### config.mk
export PLATFORM = sky130hd
export DESIGN_NAME = memory_arbiter
export DESIGN_NICKNAME = d
export VERILOG_FILES = /design/src/rtl/memory_arbiter.sv
export SDC_FILE = /design/constraint.sdc
export NUM_CORES = 1
export LEC_CHECK = 0
export BUFFER_PORTS_ARGS = -buffer_cell sky130_fd_sc_hd__buf_4
export CAP_MARGIN = 15
export CELL_PAD_IN_SITES_DETAIL_PLACEMENT = 1
export CELL_PAD_IN_SITES_GLOBAL_PLACEMENT = 1
export CORE_AREA = 2 2 131 133
export CTS_CLUSTER_SIZE = 30
export DETAILED_ROUTE_END_ITERATION = 10
export DIE_AREA = 0 0 133 135
export PLACE_DENSITY_LB_ADDON = 0.1
export SETUP_SLACK_MARGIN = 0.3
export SLEW_MARGIN = 20
export SYNTH_ARGS = -nofsm -noshare
export SYNTH_HDL_FRONTEND = slang
export SYNTH_SLANG_ARGS = --single-unit
### constraint.sdc
create_clock -name clk -period 4.41 [get_ports clk]
set_input_delay 0.2205 -clock clk [delete_from_list [all_inputs] [get_ports clk]]
set_output_delay 0.2205 -clock clk [all_outputs]
set_load 0.02 [all_outputs]
### src/rtl/memory_arbiter.sv
// Two-requester memory arbiter with round-robin tie-break and a per-transfer
// timeout. A granted requester's fields are captured onto the memory bus and
// held until the bus reports data_ready or the timeout expires. After every
// transfer the bus sees bus_enable low for at least one cycle before the next
// grant.
module memory_arbiter #(
   parameter int TIMEOUT = 32
) (
   input  logic        clk,
   input  logic        reset,
   input  logic        m0_req,
   input  logic [15:0] m0_address,
   input  logic [31:0] m0_data_in,
   input  logic [3:0]  m0_write_mask,
   input  logic        m0_write_enable,
   output logic [31:0] m0_data_read,
   output logic        m0_ack,
   output logic        m0_error,
   input  logic        m1_req,
   input  logic [15:0] m1_address,
   input  logic [31:0] m1_data_in,
   input  logic [3:0]  m1_write_mask,
   input  logic        m1_write_enable,
   output logic [31:0] m1_data_read,
   output logic        m1_ack,
   output logic        m1_error,
   output logic [1:0]  grant,
   output logic [15:0] address,
   output logic [31:0] data_in,
   output logic [3:0]  write_mask,
   output logic        write_enable,
   output logic        bus_enable,
   input  logic [31:0] data_read,
   input  logic        data_ready
);

   typedef enum logic [1:0] {IDLE, BUSY, RELEASE} state_t;

   // Counter value on which a transfer still lacking data_ready is aborted.
   localparam logic [7:0] LAST_COUNT = 8'(TIMEOUT - 1);

   state_t      state, state_nxt;
   logic [7:0]  count, count_nxt;
   logic        last_grant, last_grant_nxt;
   logic        winner;
   logic [1:0]  grant_nxt;
   logic [15:0] address_nxt;
   logic [31:0] data_in_nxt;
   logic [3:0]  write_mask_nxt;
   logic        write_enable_nxt;
   logic        bus_enable_nxt;
   logic [1:0]  ack_nxt, error_nxt;
   logic [31:0] data_read0_nxt, data_read1_nxt;

   // Next-state and next-output logic: every register holds unless a state
   // explicitly changes it; ack/error default low so they only pulse.
   always_comb begin
      state_nxt        = state;
      count_nxt        = count;
      last_grant_nxt   = last_grant;
      winner           = 1'b0;
      grant_nxt        = grant;
      address_nxt      = address;
      data_in_nxt      = data_in;
      write_mask_nxt   = write_mask;
      write_enable_nxt = write_enable;
      bus_enable_nxt   = bus_enable;
      ack_nxt          = 2'b00;
      error_nxt        = 2'b00;
      data_read0_nxt   = m0_data_read;
      data_read1_nxt   = m1_data_read;

      unique case (state)
         IDLE: begin
            if (m0_req || m1_req) begin
               // On a tie the requester not served last wins; otherwise the lone requester.
               winner           = (m0_req && m1_req) ? ~last_grant : m1_req;
               last_grant_nxt   = winner;
               grant_nxt        = winner ? 2'b10 : 2'b01;
               address_nxt      = winner ? m1_address      : m0_address;
               data_in_nxt      = winner ? m1_data_in      : m0_data_in;
               write_mask_nxt   = winner ? m1_write_mask   : m0_write_mask;
               write_enable_nxt = winner ? m1_write_enable : m0_write_enable;
               bus_enable_nxt   = 1'b1;
               count_nxt        = 8'd0;
               state_nxt        = BUSY;
            end
         end

         BUSY: begin
            if (data_ready) begin
               // Completion wins over a coincident timeout.
               bus_enable_nxt    = 1'b0;
               ack_nxt[grant[1]] = 1'b1;
               if (!write_enable) begin
                  if (grant[1]) data_read1_nxt = data_read;
                  else          data_read0_nxt = data_read;
               end
               grant_nxt = 2'b00;
               state_nxt = RELEASE;
            end else if (count == LAST_COUNT) begin
               bus_enable_nxt      = 1'b0;
               ack_nxt[grant[1]]   = 1'b1;
               error_nxt[grant[1]] = 1'b1;
               grant_nxt           = 2'b00;
               state_nxt           = RELEASE;
            end else if (count != 8'hFF) begin
               count_nxt = count + 8'd1;
            end
         end

         RELEASE: begin
            state_nxt = IDLE;
         end

         default: begin
            state_nxt      = IDLE;
            bus_enable_nxt = 1'b0;
            grant_nxt      = 2'b00;
         end
      endcase
   end

   // State and output registers; reset discards any transfer in flight.
   always_ff @(posedge clk or posedge reset) begin
      if (reset) begin
         state        <= IDLE;
         count        <= 8'd0;
         last_grant   <= 1'b1;
         grant        <= 2'b00;
         address      <= 16'h0000;
         data_in      <= 32'h0000_0000;
         write_mask   <= 4'hF;
         write_enable <= 1'b0;
         bus_enable   <= 1'b0;
         m0_ack       <= 1'b0;
         m1_ack       <= 1'b0;
         m0_error     <= 1'b0;
         m1_error     <= 1'b0;
         m0_data_read <= 32'h0000_0000;
         m1_data_read <= 32'h0000_0000;
      end else begin
         state        <= state_nxt;
         count        <= count_nxt;
         last_grant   <= last_grant_nxt;
         grant        <= grant_nxt;
         address      <= address_nxt;
         data_in      <= data_in_nxt;
         write_mask   <= write_mask_nxt;
         write_enable <= write_enable_nxt;
         bus_enable   <= bus_enable_nxt;
         m0_ack       <= ack_nxt[0];
         m1_ack       <= ack_nxt[1];
         m0_error     <= error_nxt[0];
         m1_error     <= error_nxt[1];
         m0_data_read <= data_read0_nxt;
         m1_data_read <= data_read1_nxt;
      end
   end

endmodule

==> impl_metrics.json, run 1 <==
{
  "reg2regPathDepth": 3,
  "tns_ns": 0,
  "die_w_um": 133,
  "yosysTopAreaCellShare": 0.553,
  "ys_types": 41,
  "cp.required_ns": 4.69,
  "area_delta_synth_final_pct": 48.1,
  "rsz0062_at_grt": "false",
  "cp.arrival_ns": 2.48,
  "hold_violations": 0,
  "cts-root-buf": "clkbuf_16",
  "core_area_mm2": 0.0164,
  "grt_max_degree": 103,
  "hold_path.class": "primary input to async pin",
  "setup_violations": 0,
  "first_iter_violations": 73,
  "crit_path_start_kind": "primary input",
  "relSlewSlack": 0.388,
  "reg2reg_to": "m0_data_read[3]$_DFFE_PP0P_",
  "place_ws_ns": 2.29,
  "yosys.area.top_type": "dfrtp_1",
  "grt_usage": 0.193,
  "start_util": 0.359,
  "grt_pass1_wl_um": 26800,
  "fmaxAchievable_mhz": 456,
  "cts_made_buffers": 17,
  "cts.sinks": 135,
  "rows": 47,
  "yosysWarnings": 0,
  "endpoint_kind": "flop",
  "grt_overflow": 0,
  "synth_fp_nets": 610,
  "post-route-drc-count": 0,
  "drt-total-wl_um": 17100,
  "final_common_cell": "buf_4",
  "via_count": 4621,
  "cts_buffer_depth": 2,
  "critPathBufInv": 3,
  "crit_top_cell": "buf_4",
  "r2r-start": "state[1]$_DFFE_PP0P_",
  "cts_setup_buffers": 0,
  "cts_tree": "built",
  "ant_nets": 0,
  "clkTransAtPathRegs_ns": 0.06,
  "place_congestion": 0.756,
  "cp_cell_sequence": "dlygate4sd3_1 > buf_4 > a21boi_4 > buf_4 > mux2i_1 > o21ai_0",
  "slowest_delay_ns": 0.69,
  "ys_ff_latch": 135,
  "slowest_stage": "a21boi_4",
  "path_delay_family": "buffers and inverters",
  "viasPerCell": 4.80,
  "drtPass1Iterations": 4,
  "layout.cells.most_common_list": "272 x buf_4, 130 x dfrtp_1, 61 x nand2_1",
  "drive_gt1_frac": 0.514,
  "final_nets": 874,
  "p_leak_nw": 4.31,
  "wl_per_cell_um": 17.8,
  "clock_skew_ns": 0.00671,
  "power_density_mw_per_mm2": 770,
  "syn_area_per_cell_um2": 12.6,
  "antenna_found_initial": 0,
  "maxCapViolCount": 0,
  "worst_pin_slew_ns": 0.919,
  "synth_area_mm2": 0.00589,
  "fp.dieH_um": 135,
  "antennaDiodeCount": 0,
  "vdd_ir_drop_max_uv": 290,
  "grt_pass1_vias": 5038,
  "path_class": "primary input to flop",
  "status": "finished clean",
  "die_area_mm2": 0.0180,
  "fin_crit_sh": 0.498,
  "finalCriticalPeriod_ns": 2.19,
  "regToRegSetupSlack_ns": 2.27,
  "syn-instance-count": 466,
  "ys_seq_area_frac": 0.575,
  "path_max_fanout": 22,
  "h-tree-depth": 4,
  "clk_latency_ns": 0.41,
  "final.setup.worst_slack_ns": 2.22,
  "io_pins": 267,
  "num-fill-cells": 1735,
  "hpwl_um": 12900,
  "ys_top_cells_by_area": "dfrtp_1 55%, mux2i_1 9.4%, mux2_4 7.7%, mux2_2 6.5%, o21ai_0 4.6%",
  "io_buffer_count": 266,
  "slew_violations": 0
}
[how the worst max path moves through the flow]
| stage | startpoint | endpoint | slack, ns | depth (start not counted) |
|---|---|---|---|---|
| 5_1_grt | m0_req | data_in[3]$_DFFE_PP0P_ | 2.02 | 6 |
| 4_1_cts | m0_req | data_in[3]$_DFFE_PP0P_ | 2.18 | 6 |
| 2_1_floorplan | reset | address[0]$_DFFE_PP0P_ | 0.59 | 1 |
| 3_5_place_dp | state[1]$_DFFE_PP0P_ | m0_data_read[29]$_DFFE_PP0P_ | 2.29 | 3 |
| 6_report | m0_req | data_in[3]$_DFFE_PP0P_ | 2.22 | 6 |
| 3_3_place_gp | state[1]$_DFFE_PP0P_ | m0_data_read[7]$_DFFE_PP0P_ | 2.36 | 3 |
[logic make-up (layout without fill, tap and decap cells)]
| kind of cell | after synthesis | count (layout) | synth area share |
|---|---|---|---|
| AO/OA/AOI/OAI | 79 | 79 | 0.0782 |
| adder cells (fa/ha/maj) | 1 | 1 | 0.00213 |
| AND/OR/NAND/NOR | 96 | 96 | 0.0731 |
| buffers and inverters | 36 | 313 | 0.0366 |
| flip-flops | 135 | 135 | 0.575 |
| multiplexers | 119 | 119 | 0.235 |
[layer usage]
metal,up-vias,GRT usage,part of all wire
met5,-,0,0
li1,2169,-,-
met4,0,0.0759,0.021
met1,2227,0.218,0.39
met2,202,0.327,0.49
met3,23,0.0815,0.091
[report_power, final]
part,total [W],switching [W],internal (W)
combinational,0.00292,0.00157,0.00135
clock,0.00158,0.000549,0.00103
sequential,0.00221,0.000378,0.00184
total,0.00671,0.00250,0.00422
[per-stage QoR]
step	utilization	power [W]	instances	hold WS (ns)	area, µm²
after floorplan	-	0.00390	466	0.283	5890
after global placement	0.490	0.00509	930	0.416	8040
after detailed placement	0.490	0.00520	930	0.429	8040
after CTS	0.531	0.00680	963	0.00255	8720
after global routing	0.531	0.00711	963	0.00984	8720
final	0.531	0.00671	963	0.00265	8720
[cell type report]
type,count,area (µm²),area share
clock inverter,13,220,0.0253
sequential,135,3380,0.388
tap,220,275,0.0316
timing repair buffer,273,2050,0.235
inverter,8,35.0,0.00402
multi-input combinational,295,2310,0.265
clock buffer,19,443,0.0508
[state kept, by name, indices dropped and copies added, names as in the netlist, 2 cells and up]
register and cells:
grant 2, m0_data_read 32, data_in 32, address 16, write_mask 4, m1_data_read 32, state 2, count 8
[repair_timing]
item	in CTS	in global routing
hold endpoints to repair	1	0
hold buffers	1	0
gates resized for setup	0	0
[Yosys cell counts, drive strengths merged]
cell / number
a2111oi: 1
a211o: 2
a211oi: 2
a21boi: 1
a21oi: 4
a221oi: 2
a31oi: 3
and2b: 1
and3: 2
and4: 1
buf: 16
clkbuf: 12
dfrtp: 130
dfstp: 5
ha: 1
inv: 8
mux2: 64
mux2i: 55
nand2: 62
nand2b: 2
nand3: 6
nand3b: 1
nand4: 1
nor2: 10
nor2b: 1
nor3: 4
nor3b: 1
nor4: 1
nor4b: 1
o2111ai: 2
o211ai: 1
o21ai: 54
o221ai: 1
o22ai: 4
o2bb2ai: 2
or2: 1
or4b: 1
No activity file was read; power rests on OpenSTA's default activity.
==> inputs of run 2 (changes only) <==
--- a/config.mk
+++ b/config.mk
@@ -9,10 +9,10 @@
 export CAP_MARGIN = 15
 export CELL_PAD_IN_SITES_DETAIL_PLACEMENT = 1
 export CELL_PAD_IN_SITES_GLOBAL_PLACEMENT = 1
-export CORE_AREA = 2 2 131 133
+export CORE_AREA = 2 2 139 141
 export CTS_CLUSTER_SIZE = 30
 export DETAILED_ROUTE_END_ITERATION = 10
-export DIE_AREA = 0 0 133 135
+export DIE_AREA = 0 0 141 143
 export PLACE_DENSITY_LB_ADDON = 0.1
 export SETUP_SLACK_MARGIN = 0.3
 export SLEW_MARGIN = 20
==> constraint.sdc (replaced) <==
create_clock -name clk -period 2 [get_ports clk]
set_input_delay 0.1 -clock clk [delete_from_list [all_inputs] [get_ports clk]]
set_output_delay 0.1 -clock clk [all_outputs]
set_load 0.02 [all_outputs]
==> run 2 against run 1 <==
  * Flip-flop and latch count unchanged
  * First-iteration DRC count up 92%
  * Clock-buffer cell count unchanged
  * Clock power up 99%
  * Sequential share of layout area down 6.3 points
  * Combinational power rose to 2.6 times the previous value
  * Routed wire length up 22%
  * Critical path type is now flop to flop
  * Largest cell class is now buffers
  * Largest power group unchanged
  * Highest routed layer unchanged
==> impl_metrics.json, run 2 (synthesized netlist as in run 1, its figures left out) <==
{
  "final_nets": 1017,
  "fmaxAchievable_mhz": 555,
  "holdCritStartpoint": "m0_data_in[10]",
  "tns_ns": 0,
  "clkTransAtPathRegs_ns": 0.06,
  "wl_per_cell_um": 18.7,
  "layout.cells.most_common_list": "290 x buf_4, 127 x dfrtp_1, 112 x dlygate4sd3_1",
  "crit_path_start_kind": "flop",
  "cts_made_buffers": 17,
  "place_ws_ns": 0.109,
  "design_area_mm2": 0.0104,
  "h-tree-depth": 4,
  "final.setup.worst_slack_ns": 0.198,
  "num-fill-cells": 1908,
  "hold_path.class": "primary input to flop",
  "crit_start": "state[1]$_DFFE_PP0P_",
  "cts.sinks": 135,
  "post-route-drc-count": 0,
  "cp.required_ns": 2.30,
  "clk_latency_ns": 0.42,
  "io_buffer_count": 266,
  "fp.dieH_um": 143,
  "relSlewSlack": 0.431,
  "cts_buffer_depth": 2,
  "viasPerCell": 4.72,
  "grt_pass1_wl_um": 31900,
  "cts_tree": "built",
  "setup_violations": 0,
  "drive_gt1_frac": 0.489,
  "clock_skew_ns": 0.00942,
  "path_max_fanout": 16,
  "grt_pass1_vias": 5863,
  "core_area_mm2": 0.0186,
  "die_area_mm2": 0.0202,
  "cts-root-buf": "clkbuf_16",
  "placed_area_mm2": 0.00834,
  "r2r-start": "state[1]$_DFFE_PP0P_",
  "hpwl_um": 12900,
  "status": "finished clean",
  "worst_pin_slew_ns": 0.853,
  "finalPower_w": 0.0156,
  "antennaDiodeCount": 0,
  "io_pins": 267,
  "power_density_mw_per_mm2": 1500,
  "fin_crit_sh": 0.901,
  "area_delta_synth_final_pct": 77.1,
  "antenna_found_initial": 0,
  "vdd_ir_drop_max_uv": 647,
  "path_class": "flop to flop",
  "ant_nets": 0,
  "cp.arrival_ns": 2.10,
  "hold_violations": 0,
  "grt_usage": 0.206,
  "slew_violations": 0,
  "maxCapViolCount": 0,
  "largestRegisters": "data_in: 32 flops, m0_data_read: 32 flops, m1_data_read: 32 flops",
  "rsz0062_at_grt": "true",
  "p_leak_nw": 5.07,
  "endpoint_kind": "flop",
  "fin_util": 0.561,
  "drt-total-wl_um": 20900,
  "place_congestion": 0.771,
  "grt_overflow": 0,
  "die_w_um": 141,
  "drtPass1Iterations": 4,
  "final_common_cell": "buf_4",
  "rows": 50,
  "finalCriticalPeriod_ns": 1.80,
  "start_util": 0.317,
  "first_iter_violations": 140,
  "grt_max_degree": 136,
  "via_count": 5289
}
run 2: cell types whose count changed in the layout (fill, tap and decap cells not counted), moves of 4 or more:
cell and change:
dlygate4sd3_1 +111, mux2_2 -32, mux2_4 +32, buf_4 +18, buf_6 +5, buf_12 +4, buf_16 +4, o22ai_1 -4
o22ai_2 +4
run 2: layer usage:
layer | GRT usage | part of all wire | up-vias
li1 | - | - | 2460
met2 | 0.357 | 0.51 | 210
met4 | 0.0832 | 0.026 | 0
met1 | 0.241 | 0.40 | 2582
met5 | 0 | 0 | -
met3 | 0.0570 | 0.061 | 37
run 2: worst max-delay path, stage by stage, from the launching register on:
cell	delay (ns)
dfrtp_2	0.43
nand2b_4	0.17
or4b_4	0.56
buf_16	0.20
mux2_4	0.31
run 2: cell type report:
class / count / area [µm²] / share of cell area
Timing Repair Buffer: 416 / 3570 / 0.342
Sequential cell: 135 / 3390 / 0.325
Multi-Input combinational cell: 295 / 2550 / 0.244
Clock buffer: 19 / 453 / 0.0434
Tap cell: 234 / 293 / 0.0281
Clock inverter: 13 / 143 / 0.0137
Inverter: 8 / 33.8 / 0.00324
run 2: worst paths after layout:
path / cells past startpoint / slack (ns) / endpoint
min: 3 / 0.00004 / data_in[10]$_DFFE_PP0P_
max reg2reg: 4 / 0.20 / m0_data_read[13]$_DFFE_PP0P_
min in group asynchronous: 4 / 0.39 / m1_data_read[9]$_DFFE_PP0P_
max: 4 / 0.20 / m0_data_read[13]$_DFFE_PP0P_
min reg2reg: 2 / 0.48 / data_in[11]$_DFFE_PP0P_
max in group asynchronous: 4 / 0.82 / state[0]$_DFFE_PP0P_
run 2: what timing repair did:
action | 4_1_cts | 5_1_grt
setup endpoints to repair | 78 | 119
pin swaps | 5 | 6
setup buffers | 8 | 8
resized for setup | 16 | 14
hold endpoints to repair | 235 | 0
cloned | 3 | 2
hold buffers | 112 | 0
run 2: report_power, final:
group / internal (W) / leakage (nW) / switching [W]
registers: 0.00405 / 1.65 / 0.000845
logic: 0.00371 / 3.13 / 0.00385
clock network: 0.00191 / 0.290 / 0.00123
total: 0.00967 / 5.07 / 0.00592
run 2: through the flow:
step / std cells / hold slack (ns)
global placement: 955 / 0.298
finish: 1120 / 0.0000434
floorplan: 466 / 0.163
detailed placement: 955 / 0.302
CTS: 1110 / 0.000168
global route: 1120 / 0.00172
==> inputs of run 3 (changes only) <==
--- a/config.mk
+++ b/config.mk
@@ -9,10 +9,10 @@
 export CAP_MARGIN = 15
 export CELL_PAD_IN_SITES_DETAIL_PLACEMENT = 1
 export CELL_PAD_IN_SITES_GLOBAL_PLACEMENT = 1
-export CORE_AREA = 2 2 139 141
+export CORE_AREA = 2 2 157 159
 export CTS_CLUSTER_SIZE = 30
 export DETAILED_ROUTE_END_ITERATION = 10
-export DIE_AREA = 0 0 141 143
+export DIE_AREA = 0 0 159 161
 export PLACE_DENSITY_LB_ADDON = 0.1
 export SETUP_SLACK_MARGIN = 0.3
 export SLEW_MARGIN = 20
==> constraint.sdc (replaced) <==
create_clock -name clk -period 2 [get_ports clk]
set_input_delay 0.1 -clock clk [delete_from_list [all_inputs] [get_ports clk]]
set_output_delay 0.1 -clock clk [all_outputs]
set_load 0.01 [all_outputs]
==> run 3 against run 2 <==
  * Sequential power decreased by 1%
  * Via count down 3.3%
  * Final area fell by 0.66%
==> impl_metrics.json, run 3 (synthesized netlist as in run 1, its figures left out) <==
{
  "grt_pass1_wl_um": 31500,
  "p_leak_nw": 4.98,
  "cp.arrival_ns": 2.08,
  "dp_cells": 1045,
  "num-fill-cells": 2607,
  "fin_crit_sh": 0.895,
  "hold_violations": 0,
  "die_w_um": 159,
  "hold_path.class": "primary input to flop",
  "slowest_delay_ns": 0.58,
  "clock_skew_ns": 0.0126,
  "clkTransAtPathRegs_ns": 0.06,
  "start_util": 0.246,
  "slew_violations": 0,
  "min_to": "data_in[22]$_DFFE_PP0P_",
  "maxCapViolCount": 0,
  "cp.required_ns": 2.28,
  "grt_pass1_vias": 5634,
  "hpwl_um": 13500,
  "cts_buffer_depth": 2,
  "cts_tree": "built",
  "r2r-start": "state[1]$_DFFE_PP0P_",
  "drive_gt1_frac": 0.504,
  "tns_ns": 0,
  "h-tree-depth": 4,
  "cts_made_buffers": 17,
  "holdWs_ns": 0.00486,
  "min_path_cells": 3,
  "first_iter_violations": 130,
  "die_area_mm2": 0.0256,
  "status": "finished clean",
  "viasPerCell": 4.32,
  "crit_path_start_kind": "flop",
  "clk_latency_ns": 0.41,
  "fin_util": 0.432,
  "rows": 57,
  "cp_cell_sequence": "nand2b_4 > or4b_4 > buf_16 > mux2_4",
  "place_congestion": 0.740,
  "grt_max_degree": 71,
  "drt-total-wl_um": 19900,
  "relSlewSlack": 0.741,
  "antenna_found_initial": 0,
  "via_count": 5114,
  "final_common_cell": "buf_4",
  "path_class": "flop to flop",
  "setup_violations": 0,
  "io_pins": 267,
  "ant_nets": 0,
  "instances_no_fill": 1185,
  "cts-root-buf": "clkbuf_16",
  "slowest_stage": "or4b_4",
  "worst_pin_slew_ns": 0.388,
  "vdd_ir_drop_max_uv": 441,
  "regToRegSetupSlack_ns": 0.21,
  "finalPower_w": 0.0145,
  "post-route-drc-count": 0,
  "rsz0062_at_grt": "true",
  "final_nets": 993,
  "largestRegisters": "data_in: 32 flops, m0_data_read: 32 flops, m1_data_read: 32 flops",
  "path_max_fanout": 16,
  "cts.sinks": 135,
  "power_density_mw_per_mm2": 1400,
  "antennaDiodeCount": 0,
  "io_buffer_count": 266,
  "finalCriticalPeriod_ns": 1.79,
  "core_area_mm2": 0.0240,
  "reg2regPathDepth": 4,
  "layout.cells.most_common_list": "289 x buf_4, 128 x dfrtp_1, 85 x dlygate4sd3_1",
  "endpoint_kind": "flop",
  "wl_per_cell_um": 16.8,
  "drtPass1Iterations": 4,
  "path_delay_family": "simple AND/OR/NAND/NOR gates",
  "grt_usage": 0.158,
  "grt_overflow": 0,
  "critPathBufInv": 1,
  "fp.dieH_um": 161,
  "area_delta_synth_final_pct": 76.0,
  "fmaxAchievable_mhz": 558,
  "reg2reg_to": "m0_data_read[16]$_DFFE_PP0P_",
  "holdCritStartpoint": "m0_data_in[22]"
}
run 3: final cells by class:
cell class	instances	area, µm²	area share
Timing Repair Buffer	392	3410	0.329
Sequential cell	135	3390	0.327
Multi-Input combinational cell	295	2560	0.247
Clock buffer	18	439	0.0424
Tap cell	324	405	0.0391
Clock inverter	13	123	0.0118
Inverter	8	33.8	0.00326
run 3: power by group:
| part | total [W] | internal [W] | leakage, nW | switching [W] |
|---|---|---|---|---|
| logic | 0.00665 | 0.00373 | 3.06 | 0.00292 |
| clock network | 0.00298 | 0.00175 | 0.265 | 0.00123 |
| registers | 0.00483 | 0.00405 | 1.65 | 0.000775 |
| total | 0.0145 | 0.00953 | 4.98 | 0.00493 |
run 3: through the flow:
step	cell area, µm²	worst slack (ns)
2_1_floorplan	6060	0.149
3_3_place_gp	8490	0.159
3_5_place_dp	8490	0.0695
4_1_cts	10200	0.192
5_1_grt	10400	0.156
6_report	10400	0.209
run 3: how the worst max path moves through the flow:
stage,end,cells after the start,from
final,m0_data_read[16]$_DFFE_PP0P_,4,state[1]$_DFFE_PP0P_
after global routing,m0_data_read[18]$_DFFE_PP0P_,4,state[1]$_DFFE_PP0P_
after CTS,m0_data_read[16]$_DFFE_PP0P_,4,state[1]$_DFFE_PP0P_
after detailed placement,count[2]$_DFFE_PP0P_,5,count[0]$_DFFE_PP0P_
after global placement,count[3]$_DFFE_PP0P_,5,count[0]$_DFFE_PP0P_
after floorplan,m0_data_read[0]$_DFFE_PP0P_,6,state[1]$_DFFE_PP0P_
run 3: worst reg2reg max path: cells and delay by family (launching register included):
family / cells / cell delay (ns)
and+or+nand+nor: 2 / 0.72
DFF: 1 / 0.41
muxes: 1 / 0.33
buffers and inverters: 1 / 0.21
run 3: metal layers:
| layer | vias to the layer above | routed length [µm] | track usage | part of all wire |
|---|---|---|---|---|
| met4 | 0 | 287 | 0.0492 | 0.014 |
| met2 | 210 | 9730 | 0.268 | 0.49 |
| met1 | 2468 | 8570 | 0.195 | 0.43 |
| met3 | 19 | 1360 | 0.0431 | 0.068 |
| li1 | 2417 | - | - | - |
| met5 | - | 0 | 0 | 0 |
run 3: timing repair:
action	4_1_cts	5_1_grt
setup endpoints to repair	117	110
pin swaps	3	4
hold buffers	85	0
setup buffers	11	8
gates cloned	5	0
gates resized for setup	19	10
endpoints found under the hold margin	105	0
